**src/rtl/mem_ctrl_pkg.sv**
```systemverilog
// mem_ctrl_pkg
//   Shared types and constants for the data-memory strobe controller:
//   FSM state encoding, default phase timing and access-type codes.
//   Also provides max3(), used to size the phase counter.
package mem_ctrl_pkg;

   typedef enum logic [1:0] {
      IDLE   = 2'd0,
      SETUP  = 2'd1,
      STROBE = 2'd2,
      HOLD   = 2'd3
   } state_e;

   localparam int unsigned DEF_SETUP_CYCLES  = 1;
   localparam int unsigned DEF_STROBE_CYCLES = 2;
   localparam int unsigned DEF_HOLD_CYCLES   = 1;

   localparam logic ACC_READ  = 1'b0;
   localparam logic ACC_WRITE = 1'b1;

   function automatic int unsigned max3(input int unsigned a,
                                        input int unsigned b,
                                        input int unsigned c);
      int unsigned m;
      m = a;
      if (b > m) m = b;
      if (c > m) m = c;
      return m;
   endfunction

endpackage

```
**src/rtl/mem_phase_counter.sv**
```systemverilog
// mem_phase_counter
//   Loadable down-counter shared by all access phases. It saturates at
//   zero, and it holds its value when neither load nor dec is asserted.
// Ports:
//   clk, rst_n          clock / synchronous active-low reset
//   load, load_val      reload the counter (takes priority over dec)
//   dec                 count down by one
//   tc                  current count is zero (terminal count)
//   tc_next             count after this edge will be zero
module mem_phase_counter #(
   parameter int unsigned WIDTH = 2
) (
   input  logic             clk,
   input  logic             rst_n,
   input  logic             load,
   input  logic [WIDTH-1:0] load_val,
   input  logic             dec,
   output logic             tc,
   output logic             tc_next
);

   logic [WIDTH-1:0] count_q;
   logic [WIDTH-1:0] count_d;

   always_comb begin
      count_d = count_q;
      if (load) begin
         count_d = load_val;
      end else if (dec && (count_q != '0)) begin
         count_d = count_q - WIDTH'(1);
      end
   end

   always_ff @(posedge clk) begin
      if (!rst_n) begin
         count_q <= '0;
      end else begin
         count_q <= count_d;
      end
   end

   assign tc      = (count_q == '0);
   assign tc_next = (count_d == '0);

endmodule

```
**src/rtl/mem_strobe_controller.sv**
```systemverilog
// mem_strobe_controller
//   Turns single-cycle load/store requests from the MEM stage into timed
//   memory strobes: SETUP (chip_select + address), STROBE (out_enable for
//   reads, wire_enable for writes), then HOLD (chip_select + address).
//   All outputs are registered. They are computed from the next state, so
//   each output changes on the same edge as the state transition.
//   Optional macro MEM_WAIT_STATE_EN adds input mem_wait. While mem_wait
//   is high in the final STROBE cycle, that cycle repeats.
// Ports:
//   clk, rst_n                       clock / synchronous active-low reset
//   req, req_we, req_addr, req_wdata request from MEM stage (taken when ready)
//   ready                            controller idle
//   done                             one-cycle pulse in the last HOLD cycle
//   rdata                            last captured read data
//   mem_addr, mem_wdata, mem_rdata   memory address / data buses
//   mem_wait                         (MEM_WAIT_STATE_EN only) extend STROBE
//   chip_select, out_enable, wire_enable  memory strobes
module mem_strobe_controller
   import mem_ctrl_pkg::*;
#(
   parameter int unsigned ADDR_WIDTH    = 32,
   parameter int unsigned DATA_WIDTH    = 32,
   parameter int unsigned SETUP_CYCLES  = DEF_SETUP_CYCLES,
   parameter int unsigned STROBE_CYCLES = DEF_STROBE_CYCLES,
   parameter int unsigned HOLD_CYCLES   = DEF_HOLD_CYCLES
) (
   input  logic                  clk,
   input  logic                  rst_n,
   input  logic                  req,
   input  logic                  req_we,
   input  logic [ADDR_WIDTH-1:0] req_addr,
   input  logic [DATA_WIDTH-1:0] req_wdata,
   output logic                  ready,
   output logic                  done,
   output logic [DATA_WIDTH-1:0] rdata,
   output logic [ADDR_WIDTH-1:0] mem_addr,
   output logic [DATA_WIDTH-1:0] mem_wdata,
   input  logic [DATA_WIDTH-1:0] mem_rdata,
`ifdef MEM_WAIT_STATE_EN
   input  logic                  mem_wait,
`endif
   output logic                  chip_select,
   output logic                  out_enable,
   output logic                  wire_enable
);

   localparam int unsigned CNT_W = $clog2(max3(SETUP_CYCLES, STROBE_CYCLES, HOLD_CYCLES) + 1);

   localparam logic [CNT_W-1:0] SETUP_LOAD  = CNT_W'(SETUP_CYCLES - 1);
   localparam logic [CNT_W-1:0] STROBE_LOAD = CNT_W'(STROBE_CYCLES - 1);
   localparam logic [CNT_W-1:0] HOLD_LOAD   = CNT_W'(HOLD_CYCLES - 1);

   state_e                state_q, state_d;
   logic                  acc_we_q, acc_we_d;
   logic [ADDR_WIDTH-1:0] mem_addr_q, mem_addr_d;
   logic [DATA_WIDTH-1:0] mem_wdata_q, mem_wdata_d;
   logic [DATA_WIDTH-1:0] rdata_q, rdata_d;
   logic                  ready_q, ready_d;
   logic                  done_q, done_d;
   logic                  cs_q, cs_d;
   logic                  oe_q, oe_d;
   logic                  we_q, we_d;

   logic                  cnt_load;
   logic [CNT_W-1:0]      cnt_load_val;
   logic                  cnt_dec;
   logic                  cnt_tc;
   logic                  cnt_tc_next;
   logic                  strobe_release;

`ifdef MEM_WAIT_STATE_EN
   assign strobe_release = ~mem_wait;
`else
   assign strobe_release = 1'b1;
`endif

   mem_phase_counter #(
      .WIDTH (CNT_W)
   ) u_phase_counter (
      .clk      (clk),
      .rst_n    (rst_n),
      .load     (cnt_load),
      .load_val (cnt_load_val),
      .dec      (cnt_dec),
      .tc       (cnt_tc),
      .tc_next  (cnt_tc_next)
   );

   always_comb begin
      state_d      = state_q;
      acc_we_d     = acc_we_q;
      mem_addr_d   = mem_addr_q;
      mem_wdata_d  = mem_wdata_q;
      rdata_d      = rdata_q;
      cnt_load     = 1'b0;
      cnt_load_val = '0;
      cnt_dec      = 1'b0;

      case (state_q)
         IDLE: begin
            if (req) begin
               state_d      = SETUP;
               acc_we_d     = req_we;
               mem_addr_d   = req_addr;
               mem_wdata_d  = req_wdata;
               cnt_load     = 1'b1;
               cnt_load_val = SETUP_LOAD;
            end
         end
         SETUP: begin
            if (cnt_tc) begin
               state_d      = STROBE;
               cnt_load     = 1'b1;
               cnt_load_val = STROBE_LOAD;
            end else begin
               cnt_dec = 1'b1;
            end
         end
         STROBE: begin
            // A wait request in the last strobe cycle repeats that cycle.
            // The counter stays at zero until the memory releases it.
            if (cnt_tc) begin
               if (strobe_release) begin
                  state_d      = HOLD;
                  cnt_load     = 1'b1;
                  cnt_load_val = HOLD_LOAD;
                  if (acc_we_q == ACC_READ) begin
                     rdata_d = mem_rdata;
                  end
               end
            end else begin
               cnt_dec = 1'b1;
            end
         end
         HOLD: begin
            if (cnt_tc) begin
               state_d = IDLE;
            end else begin
               cnt_dec = 1'b1;
            end
         end
         default: state_d = IDLE;
      endcase

      // Outputs are derived from the next state so that they register in step with it.
      ready_d = (state_d == IDLE);
      cs_d    = (state_d != IDLE);
      oe_d    = (state_d == STROBE) && (acc_we_d == ACC_READ);
      we_d    = (state_d == STROBE) && (acc_we_d == ACC_WRITE);
      done_d  = (state_d == HOLD) && cnt_tc_next;
   end

   always_ff @(posedge clk) begin
      if (!rst_n) begin
         state_q     <= IDLE;
         acc_we_q    <= ACC_READ;
         mem_addr_q  <= '0;
         mem_wdata_q <= '0;
         rdata_q     <= '0;
         ready_q     <= 1'b1;
         done_q      <= 1'b0;
         cs_q        <= 1'b0;
         oe_q        <= 1'b0;
         we_q        <= 1'b0;
      end else begin
         state_q     <= state_d;
         acc_we_q    <= acc_we_d;
         mem_addr_q  <= mem_addr_d;
         mem_wdata_q <= mem_wdata_d;
         rdata_q     <= rdata_d;
         ready_q     <= ready_d;
         done_q      <= done_d;
         cs_q        <= cs_d;
         oe_q        <= oe_d;
         we_q        <= we_d;
      end
   end

   assign ready       = ready_q;
   assign done        = done_q;
   assign rdata       = rdata_q;
   assign mem_addr    = mem_addr_q;
   assign mem_wdata   = mem_wdata_q;
   assign chip_select = cs_q;
   assign out_enable  = oe_q;
   assign wire_enable = we_q;

endmodule

```
**config.mk**
```make
export PLATFORM = sky130hd
export DESIGN_NAME = mem_strobe_controller
export DESIGN_NICKNAME = d
export VERILOG_FILES = /design/src/rtl/mem_ctrl_pkg.sv /design/src/rtl/mem_phase_counter.sv /design/src/rtl/mem_strobe_controller.sv
export SDC_FILE = /design/constraint.sdc
export NUM_CORES = 1
export LEC_CHECK = 0
export BUFFER_PORTS_ARGS = -buffer_cell sky130_fd_sc_hd__buf_2
export CORE_MARGIN = 3
export CORE_UTILIZATION = 45
export CTS_BUF_LIST = sky130_fd_sc_hd__clkbuf_4 sky130_fd_sc_hd__clkbuf_8 sky130_fd_sc_hd__clkbuf_16
export CTS_CLUSTER_DIAMETER = 200
export DETAILED_ROUTE_END_ITERATION = 8
export HOLD_SLACK_MARGIN = 0.06
export PLACE_DENSITY_LB_ADDON = 0.12
export SLEW_MARGIN = 20
export SYNTH_ARGS = -nofsm -noshare
export SYNTH_HDL_FRONTEND = slang
export SYNTH_SLANG_ARGS = --single-unit
```
**constraint.sdc**
```tcl
create_clock -name clk -period 1.95 [get_ports clk]
set_input_delay 0.0975 -clock clk [delete_from_list [all_inputs] [get_ports clk]]
set_output_delay 0.0975 -clock clk [all_outputs]
set_load 0.05 [all_outputs]
```
==> flow_metrics.tcl <==
set metrics [dict create \
    place_congestion 0.7908 \
    cts.path.max_buffers 2 \
    maxSlewHeadroom_pct 74.61 \
    grt_util_all_layers_pct 24.96 \
    portBuffers 200 \
    power.leakage_nw 2.839 \
    clk_latency_ns 0.35 \
    hold_class "primary input to flop" \
    routed_wirelength_um 12160 \
    rows 33 \
    coreArea_um2 8258 \
    grt_pass1_vias 4326 \
    synth-xor-area-share_pct 0.2285 \
    rr_worst_depth 7 \
    nets 865 \
    setup_tns_ns 0 \
    max-vdd-ir-drop_mv 0.6237 \
    antenna_cells 0 \
    yosysWarnings 0 \
    avgSynthCellArea_um2 8.088 \
    syn-cell-area_um2 3834 \
    io_pins 201 \
    cp_max_fo 27 \
    synth-seq-cells 106 \
    whs_ns 0.3216 \
    die_w_um 98.30 \
    synth_mux_area_share_pct 1.044 \
    synth_compound_gate_area_share_pct 14.33 \
    grt_max_degree 71 \
    finalPower_mw 7.019 \
    grt_overflow 0 \
    cts_tree "done" \
    cap_viol_max_count 0 \
    powerDensity_nw_per_um2 1156 \
    die_area_um2 9663 \
    drive_gt1_share_pct 30.41 \
    wl_per_cell_um 14.01 \
    max_freq_mhz 570.4 \
    numClockSinks 106 \
    arrival_ns 2.03 \
    min_period_ns 1.753 \
    cts_hold_buf 98 \
    drtAntennaViolNets 0 \
    worst_pin_slew_ns 0.3809 \
    crit_type "flop to flop" \
    finalHoldViolCount 0 \
    synth_cell_type_count 27 \
    synthSimpleGateAreaFrac_pct 21.96 \
    start_util_pct 46.42 \
    synth_top_family_by_area "simple AND/OR/NAND/NOR gates" \
    die_y_um 98.30 \
    holdPathStages 4 \
    cp.required_ns 2.22 \
    fin_skew_ns 0.01391 \
    layout_commonest_cell "buf_2" \
    htreeDepth 3 \
    place_ws_ns 0.2597 \
    grt_pass1_wl_um 19870 \
    viasPerCell 4.859 \
    synthAdderAreaFrac_pct 1.958 \
    cts-root-buf "clkbuf_8" \
    crit_path_end_kind "flop" \
    antenna_found_initial 0 \
    layout_setup_ws_ns 0.1968 \
    rsz0062_at_grt "no" \
    synth.yosys.seq_area_share_pct 55.35 \
    layout.cells.non_filler 868 \
    setup_viol 0 \
    synth_nets 580 \
    drt_iter0_drc 162 \
    area_growth_pct 58.45 \
    placed_cells 755 \
    worst_setup_hold_path_clk_slew_ns 0.09 \
    maxSlewViolCount 0 \
    cts_buffers 9 \
    post-route-period-util_pct 89.91 \
    fillers 636 \
    cts_resized 0 \
    drc 0 \
    drtPass1Iterations 4 \
    layout_common_cells "200 x buf_2, 195 x nand2_1, 106 x dfxtp_1, 98 x dlygate4sd3_1, 97 x a21oi_1" \
    status "complete, no violations" \
    place_hpwl_um 7189 \
    start_kind "flop" \
    synthCells 474 \
    dr_total_vias 4218 \
    cts_setup_buffers 0 \
]
worst paths after layout:
| kind | to | from | slack [ns] |
|---|---|---|---|
| setup / recovery | rdata[22] | u_phase_counter.count_q[0] | 0.20 |
| hold / removal | u_phase_counter.count_q[1] | req | 0.32 |
| setup reg to reg | rdata[22] | u_phase_counter.count_q[0] | 0.20 |
| hold reg to reg | mem_addr[15] | mem_addr[15] | 0.45 |
worst max-delay path, stage by stage, from the launching register on:
cell and delay, ns:
dfxtp_1 0.36, inv_1 0.06, ha_1 0.31, nand2_1 0.13, or2_1 0.22, buf_4 0.33
nand2_1 0.12, a21oi_1 0.17
per-stage QoR:
stage	cell area [um2]	utilization, %
2_1_floorplan	3834	-
3_3_place_gp	4897	59.30
3_5_place_dp	4897	59.30
4_1_cts	6075	73.56
5_1_grt	6075	73.56
6_report	6075	73.56
cell usage after synthesis (all sizes together):
cell type | instances | area share, %
or2 | 1 | 0.16
o21bai | 1 | 0.20
nor2 | 8 | 0.85
nor3 | 3 | 0.39
nand2 | 196 | 19
xnor2 | 1 | 0.23
inv | 7 | 0.69
o21a | 1 | 0.20
and2 | 3 | 0.55
nor3b | 1 | 0.33
nand2b | 2 | 0.33
nor2b | 1 | 0.16
dfxtp | 106 | 55
ha | 6 | 2.0
buf | 18 | 3.1
clkbuf | 14 | 1.4
o32a | 1 | 0.59
a22oi | 2 | 0.52
mux2i | 4 | 1.0
o22ai | 1 | 0.16
a21oi | 97 | 13
logic make-up after synthesis:
kind of cell,after synthesis
buffers and inverters,39
and+or+nand+nor,215
xor gates and xnor gates,1
muxes,4
DFF,106
AOI/OAI and AO/OA,103
adders and majority gates,6
power by group:
part | internal [mW] | switching [mW]
registers | 2.50 | 0.163
clock network | 0.640 | 0.715
logic | 0.876 | 2.12
area by class of cell:
class	instances	area, um2	share of cell area (%)
sequential	106	2122	34.93
tap	105	131.4	2.163
clock inverter	4	51.30	0.8445
timing repair buffer	306	2079	34.23
inverter	7	26.28	0.4325
clock buffer	11	145.1	2.389
multi-input combinational	329	1519	25.01
metal layers:
layer,GRT usage (%),part of all wire (%),vias up
li1,-,-,2082
met1,29.54,39,1904
met2,42.07,49,194
met3,6.500,8.5,38
met4,11.87,3.5,0
met5,0,0,-
state kept, by name, indices dropped and copies added (netlist names):
name and flops:
mem_addr 32, mem_wdata 32, rdata 32, state_q 2
u_phase_counter.count_q 2, acc_we_q 1, chip_select 1, done 1
out_enable 1, ready 1, wire_enable 1
(Power assumes the default switching activity.)
